--- config.mk ---
export PLATFORM = sky130hd
export DESIGN_NAME = frv_pipeline_writeback
export DESIGN_NICKNAME = d
export VERILOG_FILES = /design/src/rtl/frv_pipeline_writeback_pkg.sv /design/src/rtl/frv_pipeline_writeback.sv
export SDC_FILE = /design/constraint.sdc
export NUM_CORES = 1
export LEC_CHECK = 0
export ABC_AREA = 1
export BUFFER_PORTS_ARGS = -buffer_cell sky130_fd_sc_hd__buf_2
export CAP_MARGIN = 10
export CORE_AREA = 2 2 171 173
export DETAILED_ROUTE_END_ITERATION = 16
export DIE_AREA = 0 0 173 175
export SYNTH_ARGS = -nofsm -noshare
export SYNTH_HDL_FRONTEND = slang
export SYNTH_SLANG_ARGS = --single-unit
--- constraint.sdc ---
create_clock -name g_clk -period 3 [get_ports g_clk]
set_input_delay 0.15 -clock g_clk [delete_from_list [all_inputs] [get_ports g_clk]]
set_output_delay 0.15 -clock g_clk [all_outputs]
set_load 0.05 [all_outputs]
--- src/rtl/frv_pipeline_writeback_pkg.sv ---
// frv_pipeline_writeback_pkg
//  Shared definitions for the frv writeback stage:
//  - functional-unit bit indices for the one-hot s4_fu bundle field
//  - control-flow and CSR micro-op codes as seen after execute
//  - writeback FSM state type
package frv_pipeline_writeback_pkg;

  // One-hot functional unit bit positions in s4_fu.
  localparam int unsigned P_FU_ALU = 0;
  localparam int unsigned P_FU_MUL = 1;
  localparam int unsigned P_FU_LSU = 2;
  localparam int unsigned P_FU_CFU = 3;
  localparam int unsigned P_FU_CSR = 4;

  // CFU micro-op codes (branches are resolved to TAKEN/NOT_TAKEN by execute).
  localparam logic [4:0] CFU_JMP       = 5'd1;
  localparam logic [4:0] CFU_JALI      = 5'd2;
  localparam logic [4:0] CFU_JALR      = 5'd3;
  localparam logic [4:0] CFU_TAKEN     = 5'd4;
  localparam logic [4:0] CFU_NOT_TAKEN = 5'd5;

  // uop bit marking an LSU store, and a CSR access that writes.
  localparam int unsigned LSU_STORE_BIT = 3;
  localparam int unsigned CSR_WRITE_BIT = 3;

  typedef enum logic [1:0] {
    WB_IDLE,
    WB_CF_WAIT,
    WB_TRAP_WAIT
  } wb_state_t;

  function automatic logic cfu_redirects(input logic [4:0] uop);
    return (uop == CFU_TAKEN) || (uop == CFU_JMP) ||
           (uop == CFU_JALI)  || (uop == CFU_JALR);
  endfunction

  function automatic logic cfu_links(input logic [4:0] uop);
    return (uop == CFU_JALI) || (uop == CFU_JALR);
  endfunction

endpackage

--- src/rtl/frv_pipeline_writeback.sv ---
// frv_pipeline_writeback
//  Stage 5 (writeback/commit) of the frv pipeline. Commits the s4_* bundle in
//  zero cycles when idle: GPR write, CSR access, control-flow redirect to
//  fetch and trap hand-off to the control unit. Younger stages are flushed on
//  the commit cycle of a redirecting or trapping instruction, and the stage
//  stays busy until the fetch/control unit acknowledges the request.
// Ports
//  g_clk, g_resetn                    clock, synchronous active-low reset
//  s4_*                               execute-stage bundle, s4_p_busy back-pressure
//  flush                              kill younger stages (combinational)
//  gpr_*, fwd_s4_*                    register-file write port and its forwarding copy
//  csr_en/wr/addr/wdata, csr_rdata/error  CSR request and same-cycle response
//  cf_req/cf_target/cf_ack            redirect handshake to fetch
//  trap_req/trap_pc/trap_ack          trap handshake to control unit
//  instr_ret                          one-cycle retire pulse
//  trace_valid/pc/instr               retirement trace
// Configuration
//  FRV_WB_TRACE_EN  defined: registered retirement trace; undefined: trace tied to 0.
module frv_pipeline_writeback
  import frv_pipeline_writeback_pkg::*;
#(
  parameter int unsigned XLEN = 32
) (
  input  logic            g_clk,
  input  logic            g_resetn,
  input  logic [4:0]      s4_rd,
  input  logic [XLEN-1:0] s4_opr_a,
  input  logic [XLEN-1:0] s4_opr_b,
  input  logic [31:0]     s4_pc,
  input  logic [4:0]      s4_uop,
  input  logic [4:0]      s4_fu,
  input  logic            s4_trap,
  input  logic [1:0]      s4_size,
  input  logic [31:0]     s4_instr,
  input  logic            s4_p_valid,
  output logic            s4_p_busy,
  output logic            flush,
  output logic [4:0]      fwd_s4_rd,
  output logic [XLEN-1:0] fwd_s4_wdata,
  output logic            fwd_s4_wen,
  output logic            gpr_wen,
  output logic [4:0]      gpr_rd,
  output logic [XLEN-1:0] gpr_wdata,
  output logic            csr_en,
  output logic            csr_wr,
  output logic [11:0]     csr_addr,
  output logic [XLEN-1:0] csr_wdata,
  input  logic [XLEN-1:0] csr_rdata,
  input  logic            csr_error,
  output logic            cf_req,
  output logic [31:0]     cf_target,
  input  logic            cf_ack,
  output logic            trap_req,
  output logic [31:0]     trap_pc,
  input  logic            trap_ack,
  output logic            instr_ret,
  output logic            trace_valid,
  output logic [31:0]     trace_pc,
  output logic [31:0]     trace_instr
);

  wb_state_t r_state, w_next_state;

  logic        w_commit;
  logic        w_trap;
  logic        w_redirect;
  logic [31:0] w_link;
  logic        r_instr_ret;
  logic [31:0] r_cf_target;
  logic [31:0] r_trap_pc;

  assign w_commit   = s4_p_valid && (r_state == WB_IDLE);
  // A CSR fault reported this cycle turns the instruction into a trap.
  assign w_trap     = s4_trap || (s4_fu[P_FU_CSR] && csr_error);
  assign w_redirect = s4_fu[P_FU_CFU] && cfu_redirects(s4_uop) && !w_trap;

  assign s4_p_busy  = (r_state != WB_IDLE);
  assign flush      = w_commit && (w_redirect || w_trap);

  assign csr_en     = w_commit && s4_fu[P_FU_CSR] && !s4_trap;
  assign csr_wr     = csr_en && s4_uop[CSR_WRITE_BIT];
  assign csr_addr   = s4_opr_b[11:0];
  assign csr_wdata  = s4_opr_a;

  // Link-address adder and GPR write-select.
  always_comb begin
    w_link    = s4_pc + ((s4_size == 2'b01) ? 32'd2 : 32'd4);
    gpr_rd    = s4_rd;
    gpr_wdata = s4_opr_a;
    gpr_wen   = 1'b0;
    if (s4_fu[P_FU_CSR]) begin
      gpr_wdata = csr_rdata;
    end else if (s4_fu[P_FU_CFU]) begin
      gpr_wdata = XLEN'(w_link);
    end
    if (w_commit && !w_trap && (s4_rd != 5'd0)) begin
      gpr_wen = s4_fu[P_FU_ALU] || s4_fu[P_FU_MUL] || s4_fu[P_FU_CSR] ||
                (s4_fu[P_FU_LSU] && !s4_uop[LSU_STORE_BIT]) ||
                (s4_fu[P_FU_CFU] && cfu_links(s4_uop));
    end
  end

  assign fwd_s4_rd    = gpr_rd;
  assign fwd_s4_wdata = gpr_wdata;
  assign fwd_s4_wen   = gpr_wen;

  always_comb begin
    w_next_state = r_state;
    case (r_state)
      WB_IDLE: begin
        if (w_commit && w_trap)          w_next_state = WB_TRAP_WAIT;
        else if (w_commit && w_redirect) w_next_state = WB_CF_WAIT;
      end
      WB_CF_WAIT:   if (cf_ack)   w_next_state = WB_IDLE;
      WB_TRAP_WAIT: if (trap_ack) w_next_state = WB_IDLE;
      default:                    w_next_state = WB_IDLE;
    endcase
  end

  always_ff @(posedge g_clk) begin
    if (!g_resetn) begin
      r_state     <= WB_IDLE;
      r_instr_ret <= 1'b0;
      r_cf_target <= '0;
      r_trap_pc   <= '0;
    end else begin
      r_state     <= w_next_state;
      r_instr_ret <= w_commit && !w_trap;
      if (w_commit && w_redirect) r_cf_target <= s4_opr_a[31:0];
      if (w_commit && w_trap)     r_trap_pc   <= s4_pc;
    end
  end

  // Requests are the wait states themselves, so they are registered and drop
  // the cycle after the acknowledge.
  assign cf_req    = (r_state == WB_CF_WAIT);
  assign trap_req  = (r_state == WB_TRAP_WAIT);
  assign cf_target = r_cf_target;
  assign trap_pc   = r_trap_pc;
  assign instr_ret = r_instr_ret;

`ifdef FRV_WB_TRACE_EN
  logic        r_trace_valid;
  logic [31:0] r_trace_pc;
  logic [31:0] r_trace_instr;

  always_ff @(posedge g_clk) begin
    if (!g_resetn) begin
      r_trace_valid <= 1'b0;
      r_trace_pc    <= '0;
      r_trace_instr <= '0;
    end else begin
      r_trace_valid <= w_commit && !w_trap;
      if (w_commit) begin
        r_trace_pc    <= s4_pc;
        r_trace_instr <= s4_instr;
      end
    end
  end

  assign trace_valid = r_trace_valid;
  assign trace_pc    = r_trace_pc;
  assign trace_instr = r_trace_instr;

  logic w_unused;
  assign w_unused = ^{s4_opr_b[XLEN-1:12]};
`else
  assign trace_valid = 1'b0;
  assign trace_pc    = '0;
  assign trace_instr = '0;

  logic w_unused;
  assign w_unused = ^{s4_opr_b[XLEN-1:12], s4_instr};
`endif

endmodule
# ---- Yosys cells after proc, flatten, opt, wreduce, memory -nomap -nowiden
# Index checks and enable logic that the tools add are counted.
dict set report word_totals {
  ff_bits 67
  word_cells 55
  out_inout_bits 256
  input_bits 184
}
dict set report classes {
  n_reduce_logical 31
  addsub 1
  n_eq_ne 10
  mux 9
}
# cell count
set ops {}
lappend ops {{32-bit two-way mux} 2}
lappend ops {{32-bit by 3-bit adder with 32-bit output} 1}
lappend ops {{1-bit logical AND} 14}
lappend ops {{5-bit by 2-bit equality test with 1-bit output, second input constant} 2}
lappend ops {{1-bit logical OR} 10}
lappend ops {{2-bit two-way mux} 4}
lappend ops {{2-bit one-hot mux with 3 select lines} 1}
lappend ops {{5-bit by 1-bit equality test with 1-bit output, second input constant} 1}
lappend ops {{5-bit by 3-bit equality test with 1-bit output, second input constant} 1}
lappend ops {{5-bit nonzero test} 1}
lappend ops {{2-bit by 1-bit equality test with 1-bit output, second input constant} 2}
lappend ops {{2-bit by 1-bit != test with 1-bit output, second input constant} 2}
lappend ops {{1-bit logical NOT} 3}
lappend ops {{3-bit two-way mux} 1}
lappend ops {{3-bit by 1-bit != test with 1-bit output, second input constant} 1}
lappend ops {{3-bit AND reduction} 1}
lappend ops {{2-bit equality test, second input constant} 1}
lappend ops {{2-bit logical NOT} 1}
lappend ops {{2-bit nonzero test} 1}
lappend ops {{1-bit two-way mux} 1}

# ---- Depth between registers and ports, before layout
# Gate-level depths: netlist of the first run.
dict set report depth {
  ltp_word 10
  depth_mapped 14
  mapped_depth_nobuf 13
}

# ---- Worst setup path before layout of the first run
# Ideal clock, no wire load.
dict set report synth_timing {
  path_kind {input -> output}
  from {input s4_size[0]}
  to {output gpr_wdata[10]}
  setup_slack_ns 0.098
  stages 13
  t_arrival_ns 2.752
  required_ns 2.850
  n_path_buf 1
  path_cell_list {inv_1 -> nor2_1 -> inv_1 -> ha_1 -> nand3_1 -> nand2_1 -> nand3_1 -> inv_1 -> nand2_1 -> nand2_1 -> nor2_1 -> o21ai_0 -> buf_4}
}
dict set report synth_between {
  elab_chain_len 5
}
# element line_no
set synth_lines {}
lappend synth_lines {{from (decl)} frv_pipeline_writeback.sv:33} ;# input logic [1:0] s4_size,
lappend synth_lines {{2-bit by 1-bit equality test with 1-bit output} frv_pipeline_writeback.sv:87} ;# w_link = s4_pc + ((s4_size == 2'b01) ? 32'd2 : 32'd4);
lappend synth_lines {{3-bit two-way mux} frv_pipeline_writeback.sv:87}
lappend synth_lines {{32-bit by 3-bit adder with 32-bit output} frv_pipeline_writeback.sv:87}
lappend synth_lines {{32-bit two-way mux} frv_pipeline_writeback.sv:93} ;# end else if (s4_fu[P_FU_CFU]) begin
lappend synth_lines {{32-bit two-way mux} frv_pipeline_writeback.sv:91} ;# if (s4_fu[P_FU_CSR]) begin
lappend synth_lines {{to (decl)} frv_pipeline_writeback.sv:43} ;# output logic [XLEN-1:0] gpr_wdata,
# Every way passes these cells.

# ---- Worst setup path in the final report of the first run
dict set report layout_timing {
  from {input s4_size[1]}
  to {output fwd_s4_wdata[17]}
}
dict set report layout_between {
  elab_chain_len 5
}
# element line_no
set layout_lines {}
lappend layout_lines {{2-bit by 1-bit equality test with 1-bit output} frv_pipeline_writeback.sv:87}
lappend layout_lines {{3-bit two-way mux} frv_pipeline_writeback.sv:87}
lappend layout_lines {{32-bit by 3-bit adder with 32-bit output} frv_pipeline_writeback.sv:87}
lappend layout_lines {{32-bit two-way mux} frv_pipeline_writeback.sv:93}
lappend layout_lines {{32-bit two-way mux} frv_pipeline_writeback.sv:91}
lappend layout_lines {{to (decl)} frv_pipeline_writeback.sv:39} ;# output logic [XLEN-1:0] fwd_s4_wdata,
# Every way passes these cells.

==> impl_metrics.ini, run 1 <==
[run_status]
status = finished, final reports clean

[timing]
drv_slew = 0
slew_headroom = 0.367
tightest_slew_ns = 0.950
period_share = 0.875
clock.fmax_ghz = 0.381
hold_viol_final = 0
fin_skew_ns = 0.0115
setup_tns_ns = 0
rsz0062_at_grt = false
setup_viol = 0
period_minus_slack_ns = 2.63

[run]
maxCapViolCount = 0

[critical_path]
start_kind = input port
r2r-start = r_state[1]
crit_buf_inv = 4
max_stage_delay_ns = 0.37
arrival_ns = 2.48
path_common_cell = nand2_1
reg2reg_to = trap_pc[5]
end_kind = primary output
ff2ff_setup_slack_ns = 0.94
critPathMaxFanout = 7
worstSetupPathType = in -> out
critPathLaunch = s4_size[1]
path_cells = buf_2 > nor2_1 > ha_1 > fa_1 > inv_1 > nor2_1 > nand2_1 > inv_1 > nand4_1 > nand3_1 > nand2_1 > nand2_1 > buf_2
rr_worst_depth = 7
crit_family = simple AND/OR/NAND/NOR gates
critPathSlowestCell = fa_1
required_ns = 2.85

[floorplan]
num_rows = 62
fp.coreArea_sq_um = 28400
start_util = 0.189
die_w_um = 173
die_h_um = 175
ios = 440
die-area_sq_um = 30300

[place]
globalplace.congestion = 0.892
dpl_cell_area_sq_um = 6370
port_buffers = 298
dpl.hpwl_um = 18000

[synth]
synth.largest_area_cell = dfxtp_1
avgSynthCellArea_sq_um = 5.93
ys_ff_latch = 67
synth_area_leaders = dfxtp_1 (25%), buf_4 (22%), nand2_1 (16%)
synth_top_area_share = 0.250
ys_warn_count = 0
ys_seq_area_frac = 0.250
synth_cell_types = 28
synthCells = 905
synth.cell_area_sq_um = 5360

[min_path]
min-delay-start = s4_opr_a[29]
worst_hold_path_type = in -> reg
whs_path_depth = 3
min_to = cf_target[29]

[clocking]
worstSkewPairLatency_ns = 0.34
cts.clk_slew.worst_paths_ns = 0.06
htree_levels = 3
tritoncts = built
cts_max_path_buffers = 2
cts.repair.resized = 0
clockRootBuffer = clkbuf_16
ctsHoldBuffers = 0
cts_buffers = 9
cts_setup_buffers = 0
cts.sinks = 67

[route]
viasPerCell = 3.93
drc = 0
ant_nets = 0
post_drt_wl_per_cell_um = 14.7
dr.first_iter.drc_count = 401
dr_total_vias = 5871
wl_um = 22000
dr.pass1.iters = 5

[power]
switching_share = 0.451
pwr-share-seq = 0.280
internal_power_uw = 1870
power_frac_comb = 0.389
leakagePower_uw = 0.00377
power_density_nw_per_um2 = 510
p_sw_uw = 1540
irDropWorstVdd_mv = 0.258
clockPowerShare = 0.332

[grt]
overflow = 0
grt_pass1_vias = 5277
grt_pass1_wl_um = 31600
antenna_found_initial = 2
grt_max_degree = 57
track_usage = 0.139

[cells_and_area]
area_growth_pct = 24.5
final_area_sq_um = 6680
drive_above_1_share = 0.296
fin_nets = 1289
-- placed cells by master, fill, tap and decap left out, drive strengths merged --
cell and instances:
a21oi 49, a221oi 1, a31oi 1, buf 308, bufinv 1, clkbuf 13
clkinv 2, clkinvlp 1, conb 65, dfxtp 67, diode 2, fa 1
ha 2, inv 78, nand2 234, nand3 36, nand4 3, nor2 188
nor3 3, nor4 1, o21ai 46, o21bai 2, xnor2 2, xor2 3
-- per-layer routing --
layer,global-route usage,routed length (um)
met5,0,0
met2,0.226,10100
met3,0.0309,1550
met1,0.183,9930
met4,0.0459,471
-- registers in the layout, summed over array words and instances, names as in the netlist --
signal     cells
cf_target     32
instr_ret      1
r_state        2
trap_pc       32
-- area by class of cell --
| type | count | area, sq um |
|---|---|---|
| fill | 3315 | 21700 |
| multi-input combinational | 637 | 2670 |
| timing repair buffer | 308 | 1580 |
| sequential | 67 | 1340 |
| tap | 384 | 480 |
| inverter | 79 | 299 |
| clock buffer | 13 | 260 |
| clock inverter | 3 | 46.3 |
| antenna | 2 | 5.00 |
-- synth_stat cells --
master / n
nor2_1: 187
o21ai_0: 46
clkinv_1: 1
buf_1: 1
buf_6: 2
nor3_1: 2
nor2_2: 1
buf_4: 154
o21bai_1: 2
xor2_1: 3
nand3_1: 36
conb_1: 1
a21oi_1: 48
a21oi_2: 1
buf_2: 14
inv_1: 77
nor3_2: 1
nor4_1: 1
nand2_1: 234
clkbuf_1: 15
xnor2_1: 2
nand4_1: 3
inv_4: 1
ha_1: 2
dfxtp_1: 67
fa_1: 1
a221oi_1: 1
a31oi_1: 1
-- kinds of logic after synthesis --
family	after synthesis	synth area share
and+or+nand+nor	465	0.338
buffers and inverters	265	0.300
AOI/OAI and AO/OA	99	0.0950
DFF	67	0.250
xor gates and xnor gates	5	0.00817
adders and majority gates	3	0.00840
other	1	0.000699
-- tightest hold or removal path, stage by stage --
cell	delay [ns]
buf_2	0.10
nor2_1	0.04
nor2_1	0.08
-- worst max-delay path by stage --
stage | depth (start not counted) | to | slack (ns)
2_1_floorplan | 13 | gpr_wdata[10] | 0.1
3_3_place_gp | 13 | gpr_wdata[17] | 0.40
3_5_place_dp | 13 | fwd_s4_wdata[17] | 0.35
4_1_cts | 13 | fwd_s4_wdata[17] | 0.34
5_1_grt | 13 | fwd_s4_wdata[17] | 0.12
6_report | 13 | fwd_s4_wdata[17] | 0.37
-- power groups by stage --
stage | logic, uW | clock network, uW | registers, uW
floorplan | 1020 | 0 | 1120
global placement | 1320 | 0 | 972
detailed placement | 1330 | 0 | 971
CTS | 1330 | 1180 | 953
global route | 1400 | 1200 | 957
finish | 1320 | 1130 | 953
-- metrics by stage --
stage,std cells,utilization,setup slack (ns),power [uW],hold WS [ns]
floorplan,969,-,0.0980,2140,0.285
global placement,1475,0.224,0.401,2300,0.300
detailed placement,1475,0.224,0.346,2300,0.300
finish,1493,0.235,0.374,3410,0.0640
CTS,1491,0.235,0.338,3460,0.0437
global route,1493,0.235,0.118,3560,0.0593
Power figures use the tool's default switching activity.
==> inputs of run 2 (changes only) <==
--- a/config.mk
+++ b/config.mk
@@ -5,7 +5,7 @@
 export SDC_FILE = /design/constraint.sdc
 export NUM_CORES = 1
 export LEC_CHECK = 0
-export ABC_AREA = 1
+export ABC_AREA = 0
 export BUFFER_PORTS_ARGS = -buffer_cell sky130_fd_sc_hd__buf_2
 export CAP_MARGIN = 10
 export CORE_AREA = 2 2 171 173
==> impl_metrics.ini, run 2 <==
[run_status]
status = finished, final reports clean

[synth]
synth_cell_types = 47
ys_warn_count = 0
synth-simple-area-share = 0.232
synth.most_common_cell = buf_4
synth.largest_area_cell = dfxtp_1
ys_ff_latch = 67
yosys.area_share.adder = 0.00891
synth_area_leaders = dfxtp_1 (27%), buf_4 (23%), nand2_1 (11%)
async_flop_share = 0
synth_xor_area_frac = 0.0416
synth_top_family_by_area = buffers and inverters
ys.flop_type = dfxtp_1
ys_seq_area_frac = 0.265
synth_top_area_share = 0.265
synthCells = 675
synth_commonest_cells = buf_4 (152), nand2_1 (151), dfxtp_1 (67), a21boi_0 (55), clkbuf_1 (28)
synthMuxAreaShare = 0.0181
synth.cell_area_sq_um = 5050
avgSynthCellArea_sq_um = 7.49
synth_compound_gate_area_share = 0.174
synth_edf_count = 0

[route]
dr.first_iter.drc_count = 145
ant_nets = 0
post_drt_wl_per_cell_um = 15.7
drc = 0
dr.pass1.iters = 4
dr_total_vias = 4897
viasPerCell = 3.89
wl_um = 19700

[critical_path]
max_stage_delay_ns = 0.41
endpoint = gpr_wdata[15]
start_kind = input port
path_cells = buf_2 > nand2b_1 > inv_1 > ha_1 > fa_1 > nand4_1 > or2_0 > or4_1 > a311oi_1 > buf_4 > a21o_1 > clkbuf_4
reg2reg_to = cf_target[31]
critPathSlowestCell = or4_1
r2r-start = r_state[1]
end_kind = primary output
required_ns = 2.85
crit_family = simple AND/OR/NAND/NOR gates
crit_cells = 12
crit_buf_inv = 4
critPathMaxFanout = 3
arrival_ns = 2.65
ff2ff_setup_slack_ns = 1.14
rr_worst_depth = 5
worstSetupPathType = in -> out
critPathLaunch = s4_size[1]

[clocking]
cts_setup_buffers = 0
cts.sinks = 67
worstSkewPairLatency_ns = 0.34
htree_levels = 3
clockRootBuffer = clkbuf_16
cts_max_path_buffers = 2
tritoncts = built
cts_buffers = 9
cts.clk_slew.worst_paths_ns = 0.06

[run]
maxCapViolCount = 0

[floorplan]
fp.coreArea_sq_um = 28400
start_util = 0.178
die_h_um = 175
die-area_sq_um = 30300
ios = 440
num_rows = 62
die_w_um = 173

[grt]
grt_pass1_vias = 4414
grt_pass1_wl_um = 28200
grt_max_degree = 68
track_usage = 0.125
overflow = 0
antenna_found_initial = 2

[timing]
fin_skew_ns = 0.0111
rsz0062_at_grt = false
clock.fmax_ghz = 0.358
worst_slack_ns = 0.204
period_minus_slack_ns = 2.80
tightest_slew_ns = 0.836
slew_headroom = 0.443
period_share = 0.932
setup_tns_ns = 0
drv_slew = 0
holdWs_ns = 0.0732
hold_viol_final = 0
setup_viol = 0

[min_path]
worst_hold_path_type = in -> reg
min-delay-start = s4_opr_a[23]

[power]
irDropWorstVdd_mv = 0.236
leakagePower_uw = 0.00297
power_density_nw_per_um2 = 506

[cells_and_area]
area_growth_pct = 27.1
fin_nets = 1058
fin_util = 0.226
mostFrequentLayoutCells = buf_2 (296), nand2_1 (151), dfxtp_1 (67)
layout_commonest_cell = buf_2
num-fill-cells = 3226
drive_above_1_share = 0.381

[place]
globalplace.congestion = 0.844
post-place-ws_ns = 0.138
dpl.hpwl_um = 15800
port_buffers = 298
[run 2: where the power goes]
group	switching, uW	internal (uW)	leakage (uW)
Clock	413	658	0.000135
Combinational	987	258	0.00229
Sequential	14.3	919	0.000544
Total	1410	1840	0.00297
[run 2: kinds of logic (layout without fill, tap and decap cells)]
family / count (synthesis) / count (layout)
other cells: 1 / 66
flops: 67 / 67
buf+inv: 196 / 331
xor+xnor: 24 / 24
mux: 9 / 9
fa+ha+maj: 3 / 3
simple gates: 242 / 242
compound gates: 133 / 133
[run 2: final cells by class]
class,count,area [sq um],area share
timing repair buffer,309,1620,0.253
inverter,8,30.0,0.00468
clock buffer,12,246,0.0384
multi-input combinational,476,2660,0.414
sequential,67,1340,0.209
tap,384,480,0.0748
clock inverter,2,37.5,0.00585
antenna,1,2.50,0.000390
[run 2: worst register-to-register path: cells and delay by family, from the launching register on]
| family | cells | cell delay (ns) |
|---|---|---|
| compound gates | 1 | 0.10 |
| flops | 1 | 0.35 |
| simple gates | 4 | 1.30 |
[run 2: what timing repair did]
action                     4_1_cts  5_1_grt
hold endpoints to repair         0        0
hold buffers                     0        0
gates resized for setup          0        2
setup endpoints to repair        0        1
[run 2: how the worst min path moves through the flow]
stage,endpoint,slack [ns],cells after the start
2_1_floorplan,cf_target[11],0.28,2
3_3_place_gp,csr_addr[11],0.30,0
3_5_place_dp,csr_addr[11],0.30,0
4_1_cts,cf_target[23],0.05,3
5_1_grt,cf_target[21],0.07,3
6_report,cf_target[23],0.07,3
[run 2: through the flow]
stage                     total power (uW)  cell area, sq um  instances
final                                 3250              6420       1259
after global routing                  3400              6420       1259
after CTS                             3300              6390       1257
after detailed placement              2200              6100       1243
after global placement                2200              6100       1243
after floorplan                       2050              5300        739
[run 2: metal layers]
metal / track usage / vias to the layer above / share of wire
li1: - / 2418 / -
met1: 0.175 / 2262 / 0.48
met4: 0.0445 / 0 / 0.015
met2: 0.194 / 201 / 0.46
met3: 0.0174 / 16 / 0.048
met5: 0 / - / 0
